--- src/rtl/bp_clint_mmio.sv ---
// bp_clint_mmio: core-local interruptor (msip, mtimecmp, meip per hart,
// shared prescaled mtime) behind a one-outstanding valid/ready MMIO port.
//
// Ports:
//   clk_i, reset_i           clock, asynchronous active-high reset
//   cmd_v_i / cmd_ready_o    command handshake
//   cmd_w_i, cmd_size_i      write flag, size (2'b10=4B, 2'b11=8B)
//   cmd_addr_i, cmd_data_i   byte offset in window, write data
//   cmd_tag_i                tag echoed on the response
//   resp_v_o / resp_yumi_i   response handshake
//   resp_data_o, resp_tag_o  read data (0 for writes/errors), tag
//   resp_err_o               unmapped address or illegal size/alignment
//   soft_irq_o               msip[i]
//   timer_irq_o              mtime >= mtimecmp[i] (registered)
//   external_irq_o           meip[i]

module bp_clint_mmio #(
    parameter int          num_core_p       = 1,
    parameter int          addr_width_p     = 16,
    parameter int          tag_width_p      = 8,
    parameter int          timer_div_p      = 1,
    parameter logic [63:0] reset_mtimecmp_p = 64'hFFFF_FFFF_FFFF_FFFF
) (
    input  logic                    clk_i,
    input  logic                    reset_i,

    input  logic                    cmd_v_i,
    output logic                    cmd_ready_o,
    input  logic                    cmd_w_i,
    input  logic [1:0]              cmd_size_i,
    input  logic [addr_width_p-1:0] cmd_addr_i,
    input  logic [63:0]             cmd_data_i,
    input  logic [tag_width_p-1:0]  cmd_tag_i,

    output logic                    resp_v_o,
    input  logic                    resp_yumi_i,
    output logic [63:0]             resp_data_o,
    output logic [tag_width_p-1:0]  resp_tag_o,
    output logic                    resp_err_o,

    output logic [num_core_p-1:0]   soft_irq_o,
    output logic [num_core_p-1:0]   timer_irq_o,
    output logic [num_core_p-1:0]   external_irq_o
);

    localparam int hart_w_lp = (num_core_p > 1) ? $clog2(num_core_p) : 1;
    localparam int pre_w_lp  = (timer_div_p > 1) ? $clog2(timer_div_p) : 1;

    localparam logic [pre_w_lp-1:0] pre_max_lp = pre_w_lp'(timer_div_p - 1);

    localparam logic [31:0] msip_end_lp  = 32'(4 * num_core_p);
    localparam logic [31:0] cmp_base_lp  = 32'h0000_4000;
    localparam logic [31:0] cmp_end_lp   = 32'h0000_4000 + 32'(8 * num_core_p);
    localparam logic [31:0] mtime_lp     = 32'h0000_BFF8;
    localparam logic [31:0] meip_base_lp = 32'h0000_C000;
    localparam logic [31:0] meip_end_lp  = 32'h0000_C000 + 32'(4 * num_core_p);

    typedef enum logic {
        e_ready,
        e_resp
    } state_e;

    state_e state_r, state_n;

    logic [num_core_p-1:0] msip_r;
    logic [num_core_p-1:0] meip_r;
    logic [num_core_p-1:0] timer_irq_r;
    logic [63:0]           mtimecmp_r [num_core_p];
    logic [63:0]           mtime_r;
    logic [pre_w_lp-1:0]   pre_r;

    logic [63:0]            resp_data_r;
    logic [tag_width_p-1:0] resp_tag_r;
    logic                   resp_err_r;

    // Decode
    logic [31:0]          addr;
    logic [hart_w_lp-1:0] hart;
    logic                 sel_msip, sel_cmp, sel_mtime, sel_meip;
    logic                 size8, size_ok, aligned, wide_ok, err;
    logic                 half;

    // Datapath
    logic [63:0] rdata;
    logic        accept;
    logic        wr_ok;
    logic        tick;

    function automatic logic [63:0] merge(
        input logic [63:0] old,
        input logic [63:0] d,
        input logic        wide,
        input logic        hi
    );
        if (wide) begin
            return d;
        end
        if (hi) begin
            return {d[31:0], old[31:0]};
        end
        return {old[63:32], d[31:0]};
    endfunction

    always_comb begin
        addr      = 32'(cmd_addr_i);
        half      = addr[2];
        hart      = '0;
        sel_msip  = 1'b0;
        sel_cmp   = 1'b0;
        sel_mtime = 1'b0;
        sel_meip  = 1'b0;
        size8     = (cmd_size_i == 2'b11);
        size_ok   = cmd_size_i[1];
        if (addr < msip_end_lp) begin
            sel_msip = 1'b1;
            hart     = hart_w_lp'(addr >> 2);
        end else if (addr >= cmp_base_lp && addr < cmp_end_lp) begin
            sel_cmp = 1'b1;
            hart    = hart_w_lp'((addr - cmp_base_lp) >> 3);
        end else if (addr[31:3] == mtime_lp[31:3]) begin
            sel_mtime = 1'b1;
        end else if (addr >= meip_base_lp && addr < meip_end_lp) begin
            sel_meip = 1'b1;
            hart     = hart_w_lp'((addr - meip_base_lp) >> 2);
        end
        aligned = size8 ? (addr[2:0] == 3'b000) : (addr[1:0] == 2'b00);
        // Only the 64-bit registers accept 8-byte accesses.
        wide_ok = ~size8 | sel_cmp | sel_mtime;
        err     = ~(sel_msip | sel_cmp | sel_mtime | sel_meip)
                | ~size_ok | ~aligned | ~wide_ok;
    end

    // Read data from pre-write state; narrow reads of 64-bit registers
    // return the selected half zero-extended.
    always_comb begin
        rdata = '0;
        if (sel_msip) begin
            rdata = {63'b0, msip_r[hart]};
        end else if (sel_meip) begin
            rdata = {63'b0, meip_r[hart]};
        end else if (sel_cmp) begin
            if (size8) begin
                rdata = mtimecmp_r[hart];
            end else if (half) begin
                rdata = {32'b0, mtimecmp_r[hart][63:32]};
            end else begin
                rdata = {32'b0, mtimecmp_r[hart][31:0]};
            end
        end else if (sel_mtime) begin
            if (size8) begin
                rdata = mtime_r;
            end else if (half) begin
                rdata = {32'b0, mtime_r[63:32]};
            end else begin
                rdata = {32'b0, mtime_r[31:0]};
            end
        end
    end

    assign accept = (state_r == e_ready) & cmd_v_i;
    assign wr_ok  = accept & cmd_w_i & ~err;
    assign tick   = (pre_r == pre_max_lp);

    // Handshake FSM
    always_ff @(posedge clk_i or posedge reset_i) begin
        if (reset_i) begin
            state_r <= e_ready;
        end else begin
            state_r <= state_n;
        end
    end

    always_comb begin
        state_n = state_r;
        unique case (state_r)
            e_ready: if (cmd_v_i)     state_n = e_resp;
            e_resp:  if (resp_yumi_i) state_n = e_ready;
        endcase
    end

    // Response register, held stable while waiting for yumi
    always_ff @(posedge clk_i or posedge reset_i) begin
        if (reset_i) begin
            resp_data_r <= '0;
            resp_tag_r  <= '0;
            resp_err_r  <= 1'b0;
        end else if (accept) begin
            resp_data_r <= (cmd_w_i | err) ? 64'b0 : rdata;
            resp_tag_r  <= cmd_tag_i;
            resp_err_r  <= err;
        end
    end

    // Prescaler and mtime; a write wins over the tick and restarts
    // the prescaler.
    always_ff @(posedge clk_i or posedge reset_i) begin
        if (reset_i) begin
            pre_r   <= '0;
            mtime_r <= '0;
        end else if (wr_ok & sel_mtime) begin
            pre_r   <= '0;
            mtime_r <= merge(mtime_r, cmd_data_i, size8, half);
        end else begin
            pre_r <= tick ? '0 : pre_r + 1'b1;
            if (tick) begin
                mtime_r <= mtime_r + 64'd1;
            end
        end
    end

    always_ff @(posedge clk_i or posedge reset_i) begin
        if (reset_i) begin
            for (int i = 0; i < num_core_p; i++) begin
                mtimecmp_r[i] <= reset_mtimecmp_p;
            end
        end else if (wr_ok & sel_cmp) begin
            mtimecmp_r[hart] <= merge(mtimecmp_r[hart], cmd_data_i, size8, half);
        end
    end

    always_ff @(posedge clk_i or posedge reset_i) begin
        if (reset_i) begin
            msip_r <= '0;
            meip_r <= '0;
        end else begin
            if (wr_ok & sel_msip) begin
                msip_r[hart] <= cmd_data_i[0];
            end
            if (wr_ok & sel_meip) begin
                meip_r[hart] <= cmd_data_i[0];
            end
        end
    end

    // Compare of registered values, so the level lags mtime/mtimecmp
    // by one cycle.
    always_ff @(posedge clk_i or posedge reset_i) begin
        if (reset_i) begin
            timer_irq_r <= '0;
        end else begin
            for (int i = 0; i < num_core_p; i++) begin
                timer_irq_r[i] <= (mtime_r >= mtimecmp_r[i]);
            end
        end
    end

    assign cmd_ready_o    = (state_r == e_ready);
    assign resp_v_o       = (state_r == e_resp);
    assign resp_data_o    = resp_data_r;
    assign resp_tag_o     = resp_tag_r;
    assign resp_err_o     = resp_err_r;
    assign soft_irq_o     = msip_r;
    assign timer_irq_o    = timer_irq_r;
    assign external_irq_o = meip_r;

endmodule
--- config.mk ---
export PLATFORM = sky130hd
export DESIGN_NAME = bp_clint_mmio
export DESIGN_NICKNAME = d
export VERILOG_FILES = /design/src/rtl/bp_clint_mmio.sv
export SDC_FILE = /design/constraint.sdc
export NUM_CORES = 1
export LEC_CHECK = 0
export CAP_MARGIN = 25
export CORE_MARGIN = 8
export CORE_UTILIZATION = 45
export CTS_BUF_LIST = sky130_fd_sc_hd__clkbuf_8 sky130_fd_sc_hd__clkbuf_16
export CTS_CLUSTER_DIAMETER = 40
export DETAILED_ROUTE_END_ITERATION = 10
export PLACE_DENSITY = 0.68
export SLEW_MARGIN = 20
export SYNTH_ARGS = -nofsm -noshare
export SYNTH_HDL_FRONTEND = slang
export SYNTH_SLANG_ARGS = --single-unit
--- constraint.sdc ---
create_clock -name clk_i -period 11.4 [get_ports clk_i]
set_input_delay 2.28 -clock clk_i [delete_from_list [all_inputs] [get_ports clk_i]]
set_output_delay 2.28 -clock clk_i [all_outputs]
set_load 0.01 [all_outputs]
==> results.toml, run 1 <==
[floorplan]
die_w_microns = 182.2
io_pins = 173
rows = 61
core_sq_mm = 0.02748
die_h_microns = 182.2
initial_core_util_pct = 45.22
dieArea_sq_mm = 0.03319

[clocking]
htreeDepth = 2
clkTransAtPathRegs_ns = 0.06
clock-root-buffer = "clkbuf_16"
ctsHoldBuffers = 0
numCtsBuffers = 35
cts_repair_resize_count = 0
cts_sinks = 205
clk_latency_ns = 0.52
cts_buffer_depth = 3
cts_tree = "yes"
postCtsSetupBuffers = 0

[setup_path]
reg2reg_to = "mtime_r[35]$_DFFE_PP0P_"
ff2ff_setup_slack_ns = 7.61
path_cells = "clkdlybuf4s50_1, nor2b_1, nand4_1, nand2b_1, buf_4, nor3_1, buf_4, o21ai_0, o311ai_0"
arrival_ns = 6.10
setup.worst_path.start_class = "input port"
cp_max_fo = 41
rr_startpoint = "resp_v_o$_DFF_PP0_"
timing.critical_path.mode_cell = "buf_4"
crit_path_end_kind = "flop"
rr_worst_depth = 8
worstPathRequired_ns = 11.81
worst_path_largest_cell_delay_ns = 0.86
critPathKind = "input port to flop"
critPathSlowestCell = "nand4_1"

[timing]
final-setup-viol-count = 0
post-route-min-period_ns = 5.693
max_freq_mhz = 175.7
slew_headroom_pct = 33.32
hold_slack_ns = 0.4711
tns_ns = 0
post-route-period-util_pct = 49.94
rsz0062_at_grt = "no"
worstMarginPinSlew_ns = 0.9911
skew_ns = 0.02773
hold_viol_final = 0
slew_viol_final = 0

[synth]
yosysSeqAreaShare_pct = 41.93
yosys_register_bits = 205
synth_area_per_cell_sq_um = 9.004
postSynthCellCount = 1380
syn_nets = 1540
synthFlopType = "dfrtp_1"
synth_cell_types = 75
synth-warning-count = 0
synth_edf_count = 0
netlist_area_sq_mm = 0.01243
synthArstFlopShare_pct = 100.0

[global_routing]
grt_pass1_vias = 11255
grt_max_degree = 142
antenna_found_initial = 0
grt_usage_pct = 25.61
overflow = 0
grt_pass1_wl_microns = 66570

[routing]
drt_iter0_markers = 1494
wirelength_microns = 43520
wl_per_cell_microns = 22.92
drtPass1Iterations = 6
drcViolationCount = 0
route.vias.total = 11928
ant_nets = 0
drt-vias-per-instance = 6.281

[hold_path]
min_to = "resp_tag_o[2]$_DFFE_PP0P_"
hold_depth = 2
min-delay-start = "resp_tag_o[2]$_DFFE_PP0P_"
min_path_type = "flop to flop"

[status]
status = "completed"

[placed_design]
gp_congestion = 0.9572
dp_hpwl_microns = 31280
io_buffers = 172

[final_layout]
syn_to_final_growth_pct = 25.71
drive_gt1_share_pct = 12.94
final_nets = 1686
antenna_cells = 0

[pwr]
power.leakage_nw = 6.593
max-vdd-ir-drop_v = 0.00009375
p_per_area_mw_per_mm2 = 123.5

[flow_run]
maxCapViolCount = 0
-- report_power, final --
part | switching (mW) | internal, mW | total, mW
logic | 0.0891 | 0.0643 | 0.153
registers | 0.00709 | 0.737 | 0.745
clock network | 0.397 | 0.635 | 1.03
total | 0.493 | 1.44 | 1.93
-- cell usage in the layout, fill, tap and decap left out, types with 16 or more instances in the layout --
master and n:
inv_1 79, o21ai_0 120, a21oi_1 99, mux2i_1 27, mux4_2 16, and3_1 23, nor2_1 106, nand2_1 173
dfstp_2 64, a22oi_1 23, a22o_1 31, ha_1 65, o211ai_1 23, buf_4 20, clkbuf_16 36, clkdlybuf4s50_1 171
nand3_1 52, nand4_1 26, dfrtp_1 141, o22ai_1 37
-- cell usage after synthesis (27+ instances only) --
| cell type | count | area (sq um) |
|---|---|---|
| a21oi_1 | 99 | 495.5 |
| a22o_1 | 31 | 271.5 |
| clkbuf_1 | 68 | 255.2 |
| dfrtp_1 | 141 | 3528 |
| dfstp_2 | 64 | 1682 |
| ha_1 | 65 | 813.3 |
| inv_1 | 78 | 292.8 |
| mux2i_1 | 27 | 270.3 |
| nand2_1 | 176 | 660.6 |
| nand3_1 | 52 | 260.3 |
| nor2_1 | 106 | 397.9 |
| o21ai_0 | 120 | 600.6 |
| o22ai_1 | 37 | 231.5 |
-- per-stage QoR --
step | instances | power, mW | setup slack (ns) | util, % | instance area, sq um
2_1_floorplan | 1380 | 0.8212 | 3.630 | - | 12430
6_report | 1899 | 1.930 | 5.707 | 56.85 | 15620
4_1_cts | 1895 | 1.937 | 5.702 | 56.62 | 15560
5_1_grt | 1899 | 1.986 | 5.354 | 56.85 | 15620
3_3_place_gp | 1831 | 0.9057 | 5.269 | 52.41 | 14400
3_5_place_dp | 1831 | 0.9065 | 5.183 | 52.41 | 14400
-- routing by layer --
metal / vias up / track usage (%) / share of wire (%)
li1: 5366 / - / -
met1: 5801 / 36.61 / 43
met2: 681 / 35.81 / 42
met3: 80 / 7.835 / 12
met4: 0 / 9.380 / 2.8
met5: - / 0 / 0
-- flip-flops by register name (all words and copies together), names as in the netlist --
register        cells
mtime_r            64
resp_data_o        64
timer_irq_o         1
resp_err_o          1
soft_irq_o          1
resp_v_o            1
resp_tag_o          8
mtimecmp_r         64
external_irq_o      1
-- worst max-delay path, delay by kind of cell --
kind / cells / cell delay [ns]
compound gates: 2 / 0.24
simple gates: 4 / 2.49
buf+inv: 3 / 1.06
-- final cells by class --
type | count | area, sq um
fill | 2440 | 11860
clock buffer | 40 | 955.9
multi-input combinational | 1010 | 6590
tap | 346 | 432.9
clock inverter | 24 | 201.4
timing repair buffer | 196 | 1929
sequential | 205 | 5210
inverter | 78 | 300.3
-- cells by family (layout without fill, tap and decap cells) --
| logic type | count (synthesis) | count (layout) | synth area share, % |
|---|---|---|---|
| DFF | 205 | 205 | 41.93 |
| buffers and inverters | 165 | 338 | 5.317 |
| AOI/OAI and AO/OA | 418 | 418 | 21.31 |
| and+or+nand+nor | 466 | 466 | 18.35 |
| xor gates and xnor gates | 13 | 13 | 0.9163 |
| muxes | 47 | 47 | 5.558 |
| adders and majority gates | 66 | 66 | 6.626 |
-- worst max path at each step --
stage / from / endpoint / slack, ns / cells past startpoint
after global routing: cmd_v_i / mtime_r[43]$_DFFE_PP0P_ / 5.35 / 9
after detailed placement: cmd_v_i / mtime_r[35]$_DFFE_PP0P_ / 5.18 / 9
after global placement: cmd_v_i / mtime_r[36]$_DFFE_PP0P_ / 5.27 / 9
after floorplan: reset_i / external_irq_o$_DFFE_PP0P_ / 3.63 / 1
final: cmd_v_i / mtime_r[35]$_DFFE_PP0P_ / 5.71 / 9
after CTS: cmd_v_i / mtime_r[35]$_DFFE_PP0P_ / 5.70 / 9
Power figures use the tool's default switching activity.
==> run 2, diff against run 1 <==
Clock period 11.4 ns to 5.3 ns, I/O delays scaled along.
==> run 2 against run 1 <==
  * Die area unchanged
  * Hold slack worse by 0.00073 ns
  * Routed wire length up 0.99%
  * Clock skew fell by 0.0085 ns
  * First-iteration DRC count rose by 2.9%
  * Highest routed layer unchanged
==> results.toml, run 2 (synthesis results as in run 1) <==
[final_layout]
layout_common_cells = "173 x nand2_1, 171 x clkdlybuf4s50_1, 141 x dfrtp_1"
final_nets = 1693
stdcell_count = 1909
drive_gt1_share_pct = 13.32
final_util_pct = 57.89
layout_commonest_cell = "nand2_1"
syn_to_final_growth_pct = 28.01

[timing]
hold_viol_final = 0
post-route-min-period_ns = 3.777
slew_viol_final = 0
skew_ns = 0.01918
hold_slack_ns = 0.4704
tns_ns = 0
max_freq_mhz = 264.8
worstMarginPinSlew_ns = 1.044
final-setup-viol-count = 0
slew_headroom_pct = 30.38
rsz0062_at_grt = "no"
post-route-period-util_pct = 71.26

[setup_path]
cp_max_fo = 37
worst_path_largest_cell_delay_ns = 0.59
path_cells = "clkdlybuf4s50_1, or4_1, nor3_1, nand3_1, buf_4, a21oi_2, nand2_1, o21ai_0"
path_buf_inv = 2
crit_path_end_kind = "flop"
crit_family = "simple AND/OR/NAND/NOR gates"
setup.worst_path.start_class = "input port"
arrival_ns = 4.18
critPathSlowestCell = "or4_1"
critPathKind = "input port to flop"
worstPathRequired_ns = 5.71

[pwr]
max-vdd-ir-drop_v = 0.0002092
power.leakage_nw = 6.729
total_power_mw = 4.515
p_per_area_mw_per_mm2 = 283.8

[clocking]
cts_repair_resize_count = 0
ctsHoldBuffers = 0
cts_tree = "yes"
cts_sinks = 205
htreeDepth = 2
clk_latency_ns = 0.52
clkTransAtPathRegs_ns = 0.05
clock-root-buffer = "clkbuf_16"
numCtsBuffers = 37
postCtsSetupBuffers = 0
cts_buffer_depth = 3

[global_routing]
grt_usage_pct = 26.13
grt_pass1_wl_microns = 68680
overflow = 0
grt_max_degree = 91
grt_pass1_vias = 11445
antenna_found_initial = 2

[floorplan]
rows = 61
io_pins = 173
core_sq_mm = 0.02748
die_h_microns = 182.2
initial_core_util_pct = 45.22
die_w_microns = 182.2
dieArea_sq_mm = 0.03319

[status]
status = "completed"

[flow_run]
maxCapViolCount = 0

[routing]
drt-vias-per-instance = 6.300
wl_per_cell_microns = 23.02
wirelength_microns = 43950
drt_iter0_markers = 1537
drtPass1Iterations = 6
route.vias.total = 12027
ant_nets = 0
drcViolationCount = 0

[placed_design]
gp_congestion = 0.9471
placed_cells = 1838
io_buffers = 172
dp_hpwl_microns = 32090

[hold_path]
min_path_type = "flop to flop"
[run 2: changes by cell type in the layout (fill, tap and decap cells not counted), sizes merged]
cell,previous run,this run
clkinv,10,8
bufinv,1,6
diode,0,1
inv,87,83
clkbuf,41,46
buf,24,30
clkinvlp,4,3
[run 2: routing by layer]
metal	track usage [%]	vias up	wire length (microns)
met5	0	-	0
met4	8.987	0	1297
met3	7.158	86	5562
met2	36.65	731	18190
met1	37.97	5821	18900
li1	-	5389	-
[run 2: cell type report]
class / instances / area [sq um]
fill: 2367 / 11570
timing repair buffer: 201 / 2004
inverter: 78 / 296.5
tap: 346 / 432.9
antenna: 1 / 2.502
multi-input combinational: 1010 / 6590
sequential: 205 / 5210
clock inverter: 22 / 297.8
clock buffer: 46 / 1072
[run 2: path summary, 6_finish.rpt]
| kind | start | endpoint | slack [ns] | depth (start not counted) |
|---|---|---|---|---|
| max | cmd_addr_i[11] | resp_data_o[55]$_DFFE_PP0P_ | 1.52 | 8 |
| min | resp_tag_o[6]$_DFFE_PP0P_ | resp_tag_o[6]$_DFFE_PP0P_ | 0.47 | 2 |
| max reg2reg | mtime_r[7]$_DFFE_PP0P_ | mtime_r[42]$_DFFE_PP0P_ | 2.08 | 6 |
| min reg2reg | resp_tag_o[6]$_DFFE_PP0P_ | resp_tag_o[6]$_DFFE_PP0P_ | 0.47 | 2 |
| max in group asynchronous | reset_i | mtimecmp_r[60]$_DFFE_PP1P_ | 3.63 | 3 |
| min in group asynchronous | reset_i | resp_data_o[35]$_DFFE_PP0P_ | 0.85 | 2 |
[run 2: worst min-delay path: stages, from the launching register on]
cell and delay (ns):
dfrtp_1 0.34, nand2_1 0.05, nand2_1 0.05
[run 2: report_power, final]
group          internal, mW  leakage, nW  switching, mW
clock                  1.73        0.682          0.850
combinational         0.141         3.58          0.188
sequential             1.59         2.46         0.0153
[run 2: metrics by stage]
step / setup WS (ns) / cell area [sq um]
global route: 1.305 / 15900
CTS: 1.556 / 15870
finish: 1.523 / 15910
floorplan: 1.634 / 12430
global placement: 1.148 / 14500
detailed placement: 1.051 / 14500
